<file path="src/rtl/fp_normalize_round_pipe.sv">
// Two-stage normalise (S1) and round/pack (S2) back end for the FP adder.
// Valid/ready handshake; in_ready is a combinational function of downstream ready.
module fp_normalize_round_pipe #(
    parameter int unsigned EXP_W  = 8,
    parameter int unsigned MANT_W = 23,
    parameter int unsigned GRS_W  = 8,
    localparam int unsigned WORK_W = MANT_W + 1 + GRS_W,
    localparam int unsigned WORD_W = 1 + EXP_W + MANT_W
) (
    input  logic              clk,
    input  logic              reset,
    input  logic              in_valid,
    output logic              in_ready,
    input  logic              in_special,
    input  logic [WORD_W-1:0] in_special_word,
    input  logic              in_sign,
    input  logic [EXP_W-1:0]  in_exp,
    input  logic              in_carry,
    input  logic [WORK_W-1:0] in_mant,
    input  logic [1:0]        in_rmode,
    output logic              out_valid,
    input  logic              out_ready,
    output logic [WORD_W-1:0] out_word,
    output logic [2:0]        out_flags
);

    localparam int unsigned XW = EXP_W + 2;
    localparam logic [XW-1:0] EXP_SAT = {2'b00, {EXP_W{1'b1}}};

    typedef enum logic [1:0] {
        RmRne = 2'b00,
        RmRtz = 2'b01,
        RmRup = 2'b10,
        RmRdn = 2'b11
    } rmode_e;

    // Handshake
    logic w_s2_adv;
    logic w_in_ready;

    // S1 state
    logic              r1_valid;
    logic              r1_special;
    logic [WORD_W-1:0] r1_word;
    logic              r1_sign;
    logic [XW-1:0]     r1_exp;
    logic [WORK_W-1:0] r1_mant;
    logic              r1_sticky;
    rmode_e            r1_rmode;

    // S2 state
    logic              r2_valid;
    logic [WORD_W-1:0] r2_word;
    logic [2:0]        r2_flags;

    // S1 combinational
    logic [XW-1:0]     w_exp_in;
    logic [XW-1:0]     w_lz;
    logic [XW-1:0]     w_sh_lim;
    logic [XW-1:0]     w_sh;
    logic [XW-1:0]     w_n_exp;
    logic [WORK_W-1:0] w_n_mant;
    logic              w_n_sticky;
    logic              w_n_sign;

    // S2 combinational
    logic [MANT_W:0]   w_kept;
    logic              w_g;
    logic              w_s;
    logic              w_inc;
    logic [MANT_W+1:0] w_sum;
    logic [MANT_W-1:0] w_frac;
    logic [XW-1:0]     w_f_exp;
    logic              w_inx;
    logic              w_ovf;
    logic              w_use_inf;
    logic [WORD_W-1:0] w_r_word;
    logic [2:0]        w_r_flags;

    assign w_s2_adv   = !r2_valid || out_ready;
    assign w_in_ready = !r1_valid || w_s2_adv;
    assign in_ready   = w_in_ready;
    assign out_valid  = r2_valid;
    assign out_word   = r2_word;
    assign out_flags  = r2_flags;

    always_comb begin
        w_exp_in = {2'b00, in_exp};
        w_lz     = XW'(WORK_W);
        for (int i = 0; i < int'(WORK_W); i++) begin
            if (in_mant[i]) begin
                w_lz = XW'(int'(WORK_W) - 1 - i);
            end
        end
        // Left shift may not push the exponent below 1; what remains is subnormal.
        w_sh_lim   = (in_exp == '0) ? '0 : w_exp_in - XW'(1);
        w_sh       = (w_lz < w_sh_lim) ? w_lz : w_sh_lim;
        w_n_sign   = in_sign;
        w_n_sticky = 1'b0;
        w_n_mant   = in_mant << w_sh;
        w_n_exp    = '0;
        if (in_carry) begin
            w_n_mant   = {1'b1, in_mant[WORK_W-1:1]};
            w_n_sticky = in_mant[0];
            w_n_exp    = w_exp_in + XW'(1);
        end else if (in_mant == '0) begin
            w_n_mant = '0;
            w_n_sign = (rmode_e'(in_rmode) == RmRdn);
        end else begin
            w_n_exp = w_n_mant[WORK_W-1] ? w_exp_in - w_sh : '0;
        end
    end

    always_comb begin
        w_kept = r1_mant[WORK_W-1:GRS_W];
        w_g    = r1_mant[GRS_W-1];
        w_s    = (|r1_mant[GRS_W-2:0]) | r1_sticky;
        w_inc  = 1'b0;
        unique case (r1_rmode)
            RmRne: w_inc = w_g && (w_s || w_kept[0]);
            RmRtz: w_inc = 1'b0;
            RmRup: w_inc = (w_g || w_s) && !r1_sign;
            RmRdn: w_inc = (w_g || w_s) && r1_sign;
            default: w_inc = 1'b0;
        endcase
        w_sum = {1'b0, w_kept} + (MANT_W+2)'(w_inc);
        if (w_sum[MANT_W+1]) begin
            w_frac  = w_sum[MANT_W:1];
            w_f_exp = r1_exp + XW'(1);
        end else begin
            w_frac  = w_sum[MANT_W-1:0];
            // Subnormal rounded up into the hidden bit becomes the smallest normal.
            w_f_exp = (r1_exp == '0 && w_sum[MANT_W]) ? XW'(1) : r1_exp;
        end
        w_inx     = w_g || w_s;
        w_ovf     = (w_f_exp >= EXP_SAT);
        w_use_inf = (r1_rmode == RmRne) || (r1_rmode == RmRup && !r1_sign) ||
                    (r1_rmode == RmRdn && r1_sign);
        w_r_word  = {r1_sign, w_f_exp[EXP_W-1:0], w_frac};
        w_r_flags = {1'b0, (w_f_exp == '0) && w_inx, w_inx};
        if (w_ovf) begin
            w_r_word  = w_use_inf ? {r1_sign, {EXP_W{1'b1}}, {MANT_W{1'b0}}}
                                  : {r1_sign, {(EXP_W-1){1'b1}}, 1'b0, {MANT_W{1'b1}}};
            w_r_flags = 3'b101;
        end
        if (r1_special) begin
            w_r_word  = r1_word;
            w_r_flags = '0;
        end
    end

    always_ff @(posedge clk) begin
        if (reset) begin
            r1_valid <= 1'b0;
            r2_valid <= 1'b0;
            r2_word  <= '0;
            r2_flags <= '0;
        end else begin
            if (w_in_ready) begin
                r1_valid <= in_valid;
            end
            if (w_s2_adv) begin
                r2_valid <= r1_valid;
            end
            if (w_s2_adv && r1_valid) begin
                r2_word  <= w_r_word;
                r2_flags <= w_r_flags;
            end
        end
    end

    always_ff @(posedge clk) begin
        if (in_valid && w_in_ready) begin
            r1_special <= in_special;
            r1_word    <= in_special_word;
            r1_sign    <= w_n_sign;
            r1_exp     <= w_n_exp;
            r1_mant    <= w_n_mant;
            r1_sticky  <= w_n_sticky;
            r1_rmode   <= rmode_e'(in_rmode);
        end
    end

endmodule

</file>
<file path="config.mk">
export PLATFORM = sky130hd
export DESIGN_NAME = fp_normalize_round_pipe
export DESIGN_NICKNAME = d
export VERILOG_FILES = /design/src/rtl/fp_normalize_round_pipe.sv
export SDC_FILE = /design/constraint.sdc
export NUM_CORES = 1
export LEC_CHECK = 0
export CORE_MARGIN = 2
export CORE_UTILIZATION = 61
export DETAILED_ROUTE_END_ITERATION = 8
export HOLD_SLACK_MARGIN = 0.1
export PLACE_DENSITY = 0.95
export SETUP_SLACK_MARGIN = 0.2
export SYNTH_ARGS = -nofsm -noshare
export SYNTH_HDL_FRONTEND = slang
export SYNTH_SLANG_ARGS = --single-unit
</file>
<file path="constraint.sdc">
create_clock -name clk -period 12.37 [get_ports clk]
set_clock_uncertainty 0.2 [all_clocks]
set_input_delay 2.474 -clock clk [delete_from_list [all_inputs] [get_ports clk]]
set_output_delay 2.474 -clock clk [all_outputs]
set_load 0.01 [all_outputs]
</file>
* Word level (Yosys, flattened, before mapping)
Cells that the tools add are included.
** Cells by class
- $add $sub $neg :: 5
- $lt $le $gt $ge :: 2
- Eq/ne operators :: 4
- Shifts and indexed selects :: 1
- Muxes and demuxes :: 50
- Bitwise gates (word level) :: 1
- Reductions and logical operators :: 24
** Operators with widths (count)
- 10-bit two-way mux :: 38
- 32-bit two-way mux :: 2
- 31-bit two-way mux :: 2
- 32-bit zero test :: 1
- 32-bit by 10-bit << shifter with 32-bit output :: 1
- 24-bit by 1-bit adder with 25-bit output :: 1
- 24-bit two-way mux :: 1
- 23-bit two-way mux :: 1
- 10-bit zero test :: 2
- 10-bit by 1-bit adder with 10-bit output (second input constant) :: 1
- 10-bit by 8-bit greater-or-equal comparator with 1-bit output (second input constant) :: 1
- 10-bit less-than comparator :: 1
- 8-bit by 10-bit subtractor with 10-bit output :: 1
- 8-bit by 1-bit adder with 9-bit output (second input constant) :: 1
- 1-bit logical AND :: 9
- 8-bit by 1-bit subtractor with 9-bit output (second input constant) :: 1
- 8-bit zero test :: 1
- 7-bit OR reduction :: 1
- 2-bit == test (second input constant) :: 3
- 1-bit logical OR :: 6
- 3-bit two-way mux :: 2
- 6-bit two-way mux :: 1
- 1-bit case mux with 4 select lines :: 1
- 1-bit zero test :: 3
- other kinds (4) :: 5
** Word-level totals
- Register bits :: 116
- Output and inout bits :: 37

* Longest topological paths before layout
Gate-level depths: netlist of the first run.
- Depth in word-level cells :: 38
- Mapped depth :: 26

* Least setup slack after synthesis of the first run
OpenSTA, ideal clock, no wires.
- Path kind :: input -> register
- From :: input port in_mant[11]
- To :: register r1_exp[8], data pin
- Arrival :: 7281 ps
- Data required time :: 11994 ps
- Slack :: 4713 ps
- Stages on the path :: 23
- Buffers on the path :: 2
- Path through :: or3_1 or4_4 nand2b_1 a31oi_1 ha_1 a21o_1 maj3_2 o21a_1 o22ai_1 o21ai_4 inv_2 buf_2 buf_2 ha_1 inv_1 fa_1 a21o_1 a21o_1 a21o_1 a21oi_1 nor2b_1 o21a_1 o32ai_1
** On the way
- Word-level cells in the longest chain between the ends :: 27
** Ends and longest elaborated chain
- from (decl) :: line 19 : input logic [WORK_W-1:0] in_mant,
- 10-bit two-way mux (21 in a row) :: line 91 : if (in_mant[i]) begin
- 10-bit less-than comparator :: line 97 : w_sh = (w_lz < w_sh_lim) ? w_lz : w_sh_lim;
- 10-bit two-way mux :: line 97
- 8-bit by 10-bit subtractor with 10-bit output / 32-bit by 10-bit << shifter with 32-bit output (equally long branches) :: line 110, 100
- 10-bit two-way mux :: line 110 : w_n_exp = w_n_mant[WORK_W-1] ? w_exp_in - w_sh : '0;
- 10-bit two-way mux (*) :: line 106 : end else if (in_mant == '0) begin
- 10-bit two-way mux (*) :: line 102 : if (in_carry) begin
- named net w_n_exp[8] :: line 61 : logic [XW-1:0] w_n_exp;
- to (signal assigned) :: line 177 : r1_exp <= w_n_exp;
- to (decl) :: line 46 : logic [XW-1:0] r1_exp;
The timed path passes the listed nets; every way through them passes the cells marked *.
A chain may end at the register's enable or synchronous reset.

* Final worst setup path of the first run
- From :: input port in_mant[2]
- To :: register r1_exp[7], data pin
** On the way
- Word-level cells in the longest chain between the ends :: 36
** Ends and longest elaborated chain (line)
- 10-bit two-way mux (30 in a row) :: 91
- 10-bit less-than comparator :: 97
- 10-bit two-way mux :: 97
- 8-bit by 10-bit subtractor with 10-bit output / 32-bit by 10-bit << shifter with 32-bit output (equally long branches) :: 110, 100
- 10-bit two-way mux :: 110
- 10-bit two-way mux (*) :: 106
- 10-bit two-way mux (*) :: 102
- named net w_n_exp[7] :: 61
Marked as above.

==> results of run 1 <==
per-stage QoR:
step           area [sq um]  cells  utilization  hold slack, ns  setup slack [ns]
2_1_floorplan          8480    898            -           0.276              4.71
3_3_place_gp           9590   1137        0.699           0.238              3.70
3_5_place_dp           9590   1137        0.699           0.246              3.63
4_1_cts               10100   1169        0.740           0.256              4.05
5_1_grt               10100   1169        0.740           0.272              3.55
6_report              10100   1169        0.740           0.250              3.97
cell usage in the layout, fill, tap and decap left out, types with 17 or more instances in the layout:
cell,count
inv_1,25
nand2_1,77
o21ai_0,32
clkbuf_16,17
a21oi_1,74
o211ai_1,21
nand3_1,32
dfxtp_1,37
clkdlybuf4s50_1,117
xnor2_1,19
edfxtp_1,79
ha_1,19
nor2_1,53
mux2i_1,79
xor2_1,25
layout make-up:
class / count / area, sq um
clock inverters: 11 / 111
flip-flops and latches: 116 / 3110
inverters: 29 / 109
repair buffers: 121 / 1200
fillers: 892 / 3570
clock buffers: 21 / 440
well taps: 180 / 225
multi-input cells: 691 / 4950
power by group through the flow:
stage,combinational (mW),clock (mW),sequential [mW]
floorplan,0.158,0,0.472
global route,0.277,0.478,0.471
global placement,0.244,0,0.472
finish,0.260,0.463,0.470
CTS,0.252,0.461,0.469
detailed placement,0.247,0,0.475
kinds of logic (layout without fill, tap and decap cells):
kind of cell,Yosys count,in the layout
other,1,2
xor gates and xnor gates,44,44
adders and majority gates,21,21
and+or+nand+nor,264,264
muxes,100,100
buffers and inverters,91,182
AOI/OAI and AO/OA,260,260
DFF,116,116
sequential cells by signal, summed over array words and instances, names as in the netlist:
| signal | flops |
|---|---|
| r1_exp | 10 |
| out_word | 32 |
| r1_sign | 1 |
| r1_mant | 32 |
| r1_valid | 1 |
| out_flags | 3 |
| r1_word | 32 |
| r1_rmode | 2 |
| out_valid | 1 |
| r1_special | 1 |
| r1_sticky | 1 |
per-layer routing:
metal | vias to the layer above | track usage | wire length [um]
met3 | 114 | 0.0890 | 2780
met1 | 3794 | 0.438 | 10100
met5 | - | 0 | 0
li1 | 3564 | - | -
met2 | 614 | 0.630 | 13200
met4 | 0 | 0.156 | 1120
worst min-delay path, cell delays in order (launching register included):
cell and delay (ns):
dfxtp_1 0.30, nand2_1 0.05, a21oi_1 0.05
how the worst max path moves through the flow:
stage / to / slack [ns] / cells past startpoint
after detailed placement: r1_exp[8]$_DFFE_PP_ / 3.63 / 24
after global routing: r1_exp[8]$_DFFE_PP_ / 3.55 / 24
after floorplan: r1_exp[8]$_DFFE_PP_ / 4.71 / 23
final: r1_exp[7]$_DFFE_PP_ / 3.97 / 20
after global placement: r1_exp[7]$_DFFE_PP_ / 3.70 / 22
after CTS: r1_exp[7]$_DFFE_PP_ / 4.05 / 22
==> results by group, run 1 <==
Floorplan
  • Die Footprint: 14900 sq um
  • # IOs: 118
  • Die height: 122 um
  • Initial core utilization: 0.618
  • Core Box Area: 13700 sq um
  • Die Wd: 122 um
  • Row Count: 43

Clocking
  • Postcts setup bufs: 0
  • Clock transition at the registers of the reported paths: 0.05 ns
  • CTS tree: built
  • Clock buffer depth: 2
  • Hold buffers post-CTS: 0
  • H-tree levels: 4
  • CTS Buf Count: 17
  • Cts repair resizes: 0
  • CTS root buffer: clkbuf_16
  • Clk Latency, worst-skew pair: 0.42 ns
  • Clock Sinks: 116

Critical path
  • Crit path max fanout: 32
  • Reg2reg path depth: 17
  • CP cell instances: clkdlybuf4s50_1 -> nor4_1 -> and3b_1 -> o311ai_0 -> a2111o_1 -> a31oi_1 -> ha_1 -> nand4_1 -> a311o_1 -> o21a_1 -> o21bai_4 -> inv_2 -> ha_1 -> a21o_1 -> a21o_1 -> a21o_1 -> a21o_1 -> a21o_1 -> xnor2_1 -> o22ai_1
  • CP max stage delay: 0.58 ns
  • Crit path from: in_mant[2]
  • Critical Path Most Common Cell: a21o_1
  • Critical R2R Launch: r1_rmode[1]$_DFFE_PP_
  • Reg-to-reg critical path endpoint: out_word[9]$_SDFFE_PP0P_
  • Delay-heaviest family, CP: compound AO/OA/AOI/OAI gates
  • Critical Path Source Type: input pin
  • Crit Path Class: in -> reg
  • Worst EP required: 12.30 ns
  • WP data arrival: 8.32 ns
  • Slowest CP cell: clkdlybuf4s50_1
  • FF-to-FF setup slack: 6.73 ns
  • Worst path bufs/invs: 2
  • Crit. End Element: flip-flop

Global route
  • Total grt overflow: 0
  • First-pass GRT wire length: 42000 um
  • GRT Util Overall: 0.367
  • Vias in the first global route: 7776
  • Largest net degree at the start of global routing: 80
  • Initial antenna violation count: 0

Yosys
  • YS warnings: 0
  • Most frequent cells after synthesis: edfxtp_1 (79), mux2i_1 (79), nand2_1 (77)
  • XOR/XNOR share of the synthesized area: 0.0454
  • Synth Area in Compound Gates: 0.216
  • Seq cells post-synth: 116
  • Synth async-reset ratio: 0
  • Main combinational cell family by area after synthesis: compound AO/OA/AOI/OAI gates
  • Top cell type's share of synthesized area: 0.280
  • Area contributors post-synth: edfxtp_1 (28%), mux2i_1 (9.3%), dfxtp_1 (8.7%)
  • Synth Area in Simple Gates: 0.158
  • Main synth FF type: edfxtp_1
  • Post-synthesis cell type count: 95
  • Area leader, netlist: edfxtp_1
  • Seq/Total Area, Yosys: 0.367
  • Mux contribution to synthesized area: 0.130
  • Synth Cell Area: 8480 sq um
  • Post-Syn Area per Cell: 9.45 sq um
  • Syn Inst Count: 897
  • Post-synth EDFFs: 79
  • Area share of fa/ha/maj cells after synthesis: 0.0317

STA
  • Final setup TNS: 0 ns
  • Fin. Hold Viols: 0
  • Final slew viol count: 0
  • Final Setup Violations: 0
  • RSZ-0062 raised after global routing: no
  • Final Critical Period: 8.40 ns
  • Slew @ Worst Pin: 1.17 ns
  • Slew HR: 0.213
  • Ratio of final minimum period to clock period: 0.679
  • Maximum clock rate: 119 MHz

Min path
  • Worst Hold End: out_word[6]$_SDFFE_PP0P_
  • Min-Delay Path Class: reg -> reg
  • Min-delay src: out_word[6]$_SDFFE_PP0P_
  • Worst hold stages: 2

Run
  • Max_cap viols: 0

Detailed routing
  • Drt total wl: 27300 um
  • Via density: 6.92
  • DRT Pass-1 Iters: 6
  • First DRT Iteration DRCs: 987
  • DRC errors left: 0
  • Vias: 8086
  • Antenna-violating nets left: 0
  • Avg WL per Cell: 23.3 um

Power and ir drop
  • Cell Pwr Density: 118 nW/um^2
  • Sw Ratio: 0.287
  • NetSw: 0.342 mW
  • Total leakage power: 3.87 nW
  • Logic gate share of total power: 0.218
  • Internal power component: 0.850 mW
  • Clk pwr share: 0.388
  • Max VDD drop: 0.0854 mV
  • Final Power: 1.19 mW
  • Seq pwr share: 0.394

Place
  • Routability congestion estimate from global placement: 1.02
  • IO Port Bufs: 117
  • HPWL Detailed: 18600 um

Final layout
  • Final nets: 1077
  • Area Overhead vs Synth: 19.7%
  • # diodes: 0
  • Layout cells sized above 1: 0.0789

Status
  • Status: complete, no violations
Power figures use the tool's default switching activity.
==> run 2, diff against run 1 <==
CORE_UTILIZATION = 56   (was 61)
PLACE_DENSITY = 0.91   (was 0.95)
clock period = 7.9 ns   (was 12.37 ns; I/O delays follow)
==> results by group, run 2 (synthesis results as in run 1) <==
Critical path
  • Crit path max fanout: 30
  • Critical Path Source Type: input pin
  • Crit. End Element: flip-flop
  • Worst EP required: 7.85 ns
  • Crit Path Class: in -> reg
  • WP data arrival: 7.13 ns

Power and ir drop
  • Cell Pwr Density: 180 nW/um^2
  • Final Power: 1.87 mW
  • Total leakage power: 4.03 nW
  • Max VDD drop: 0.189 mV

Clocking
  • Cts repair resizes: 0
  • Postcts setup bufs: 0
  • Hold buffers post-CTS: 0
  • CTS Buf Count: 17
  • Clk Latency, worst-skew pair: 0.41 ns
  • CTS tree: built
  • Clock buffer depth: 2
  • H-tree levels: 4
  • CTS root buffer: clkbuf_16
  • Clock Sinks: 116
  • Clock transition at the registers of the reported paths: 0.05 ns

Status
  • Status: complete, no violations

Floorplan
  • Die Footprint: 16100 sq um
  • Die Wd: 127 um
  • Initial core utilization: 0.579
  • # IOs: 118
  • Row Count: 44
  • Die height: 127 um
  • Core Box Area: 14600 sq um

Place
  • DP Worst Slack: 0.320 ns
  • Dpl cell area: 9810 sq um
  • IO Port Bufs: 117
  • Cells after DPL: 1169
  • HPWL Detailed: 18300 um
  • Routability congestion estimate from global placement: 0.979

Final layout
  • Final nets: 1105
  • Layout Cell Area excl Fill: 10400 sq um
  • # diodes: 0
  • Layout cells sized above 1: 0.106
  • FILL cells: 1075
  • Util after Layout: 0.709
  • Non-Filler Instances: 1201
  • Most common cell after layout, fill and taps aside: clkdlybuf4s50_1
  • Area Overhead vs Synth: 22.5%
  • Most frequent cells in the layout: clkdlybuf4s50_1 (117), mux2i_1 (79), edfxtp_1 (79)
  • Register Area: 3110 sq um
  • Area of the multi-input gates: 4950 sq um

Run
  • Max_cap viols: 0

STA
  • Ratio of final minimum period to clock period: 0.910
  • Setup ws final: 0.712 ns
  • Final slew viol count: 0
  • Maximum clock rate: 139 MHz
  • Final Critical Period: 7.19 ns
  • Fin. Hold Viols: 0
  • Slew HR: 0.180
  • Final setup TNS: 0 ns
  • Final Setup Violations: 0
  • Slew @ Worst Pin: 1.22 ns
  • Hold WS: 0.250 ns
  • RSZ-0062 raised after global routing: no

Global route
  • First-pass GRT wire length: 40000 um
  • Initial antenna violation count: 0
  • Largest net degree at the start of global routing: 80
  • Total grt overflow: 0
  • GRT Util Overall: 0.312
  • Vias in the first global route: 7658

Detailed routing
  • Vias: 7984
  • First DRT Iteration DRCs: 1030
  • Antenna-violating nets left: 0
  • DRT Pass-1 Iters: 6
  • Avg WL per Cell: 21.1 um
  • DRC errors left: 0
  • Drt total wl: 25400 um
  • Via density: 6.65

Min path
  • Min-Delay Path Class: reg -> reg
[run 2: report_power, final]
| group | switching (mW) | total [mW] | internal (mW) |
|---|---|---|---|
| Combinational | 0.228 | 0.409 | 0.181 |
| Sequential | 0.0315 | 0.733 | 0.702 |
| Clock | 0.251 | 0.729 | 0.479 |
| Total | 0.510 | 1.87 | 1.36 |
[run 2: final cells by class]
class / instances / share of cell area
well taps: 184 / 0.0222
clock inverters: 3 / 0.00145
flip-flops and latches: 116 / 0.300
repair buffers: 149 / 0.136
clock buffers: 29 / 0.0542
multi-input cells: 691 / 0.476
inverters: 29 / 0.0105
[run 2: routing by layer]
layer | up-vias | global-route usage | share of wire
met5 | - | 0 | 0
met4 | 0 | 0.149 | 0.046
met3 | 92 | 0.0515 | 0.086
met2 | 537 | 0.517 | 0.47
met1 | 3734 | 0.402 | 0.40
li1 | 3621 | - | -
[run 2: final timing paths]
kind | startpoint | endpoint | slack [ns] | cells past startpoint
max | in_mant[11] | r1_exp[7]$_DFFE_PP_ | 0.71 | 20
min | out_word[15]$_SDFFE_PP0P_ | out_word[15]$_SDFFE_PP0P_ | 0.25 | 2
min reg2reg | out_word[15]$_SDFFE_PP0P_ | out_word[15]$_SDFFE_PP0P_ | 0.25 | 2
max reg2reg | r1_rmode[1]$_DFFE_PP_ | out_word[6]$_SDFFE_PP0P_ | 2.15 | 17
[run 2: critical path, cell delays in order]
cell	delay, ns
clkdlybuf4s50_1	0.53
or3_1	0.46
or4_4	0.51
nand2b_1	0.16
a31oi_1	0.27
ha_1	0.30
a21o_1	0.17
maj3_2	0.32
o21a_1	0.22
a211o_4	0.40
nor2_8	0.50
ha_1	0.35
a21o_1	0.16
a21o_1	0.21
a21o_1	0.18
a21o_1	0.20
a21o_1	0.18
a21o_1	0.21
xnor2_1	0.14
o22ai_1	0.09
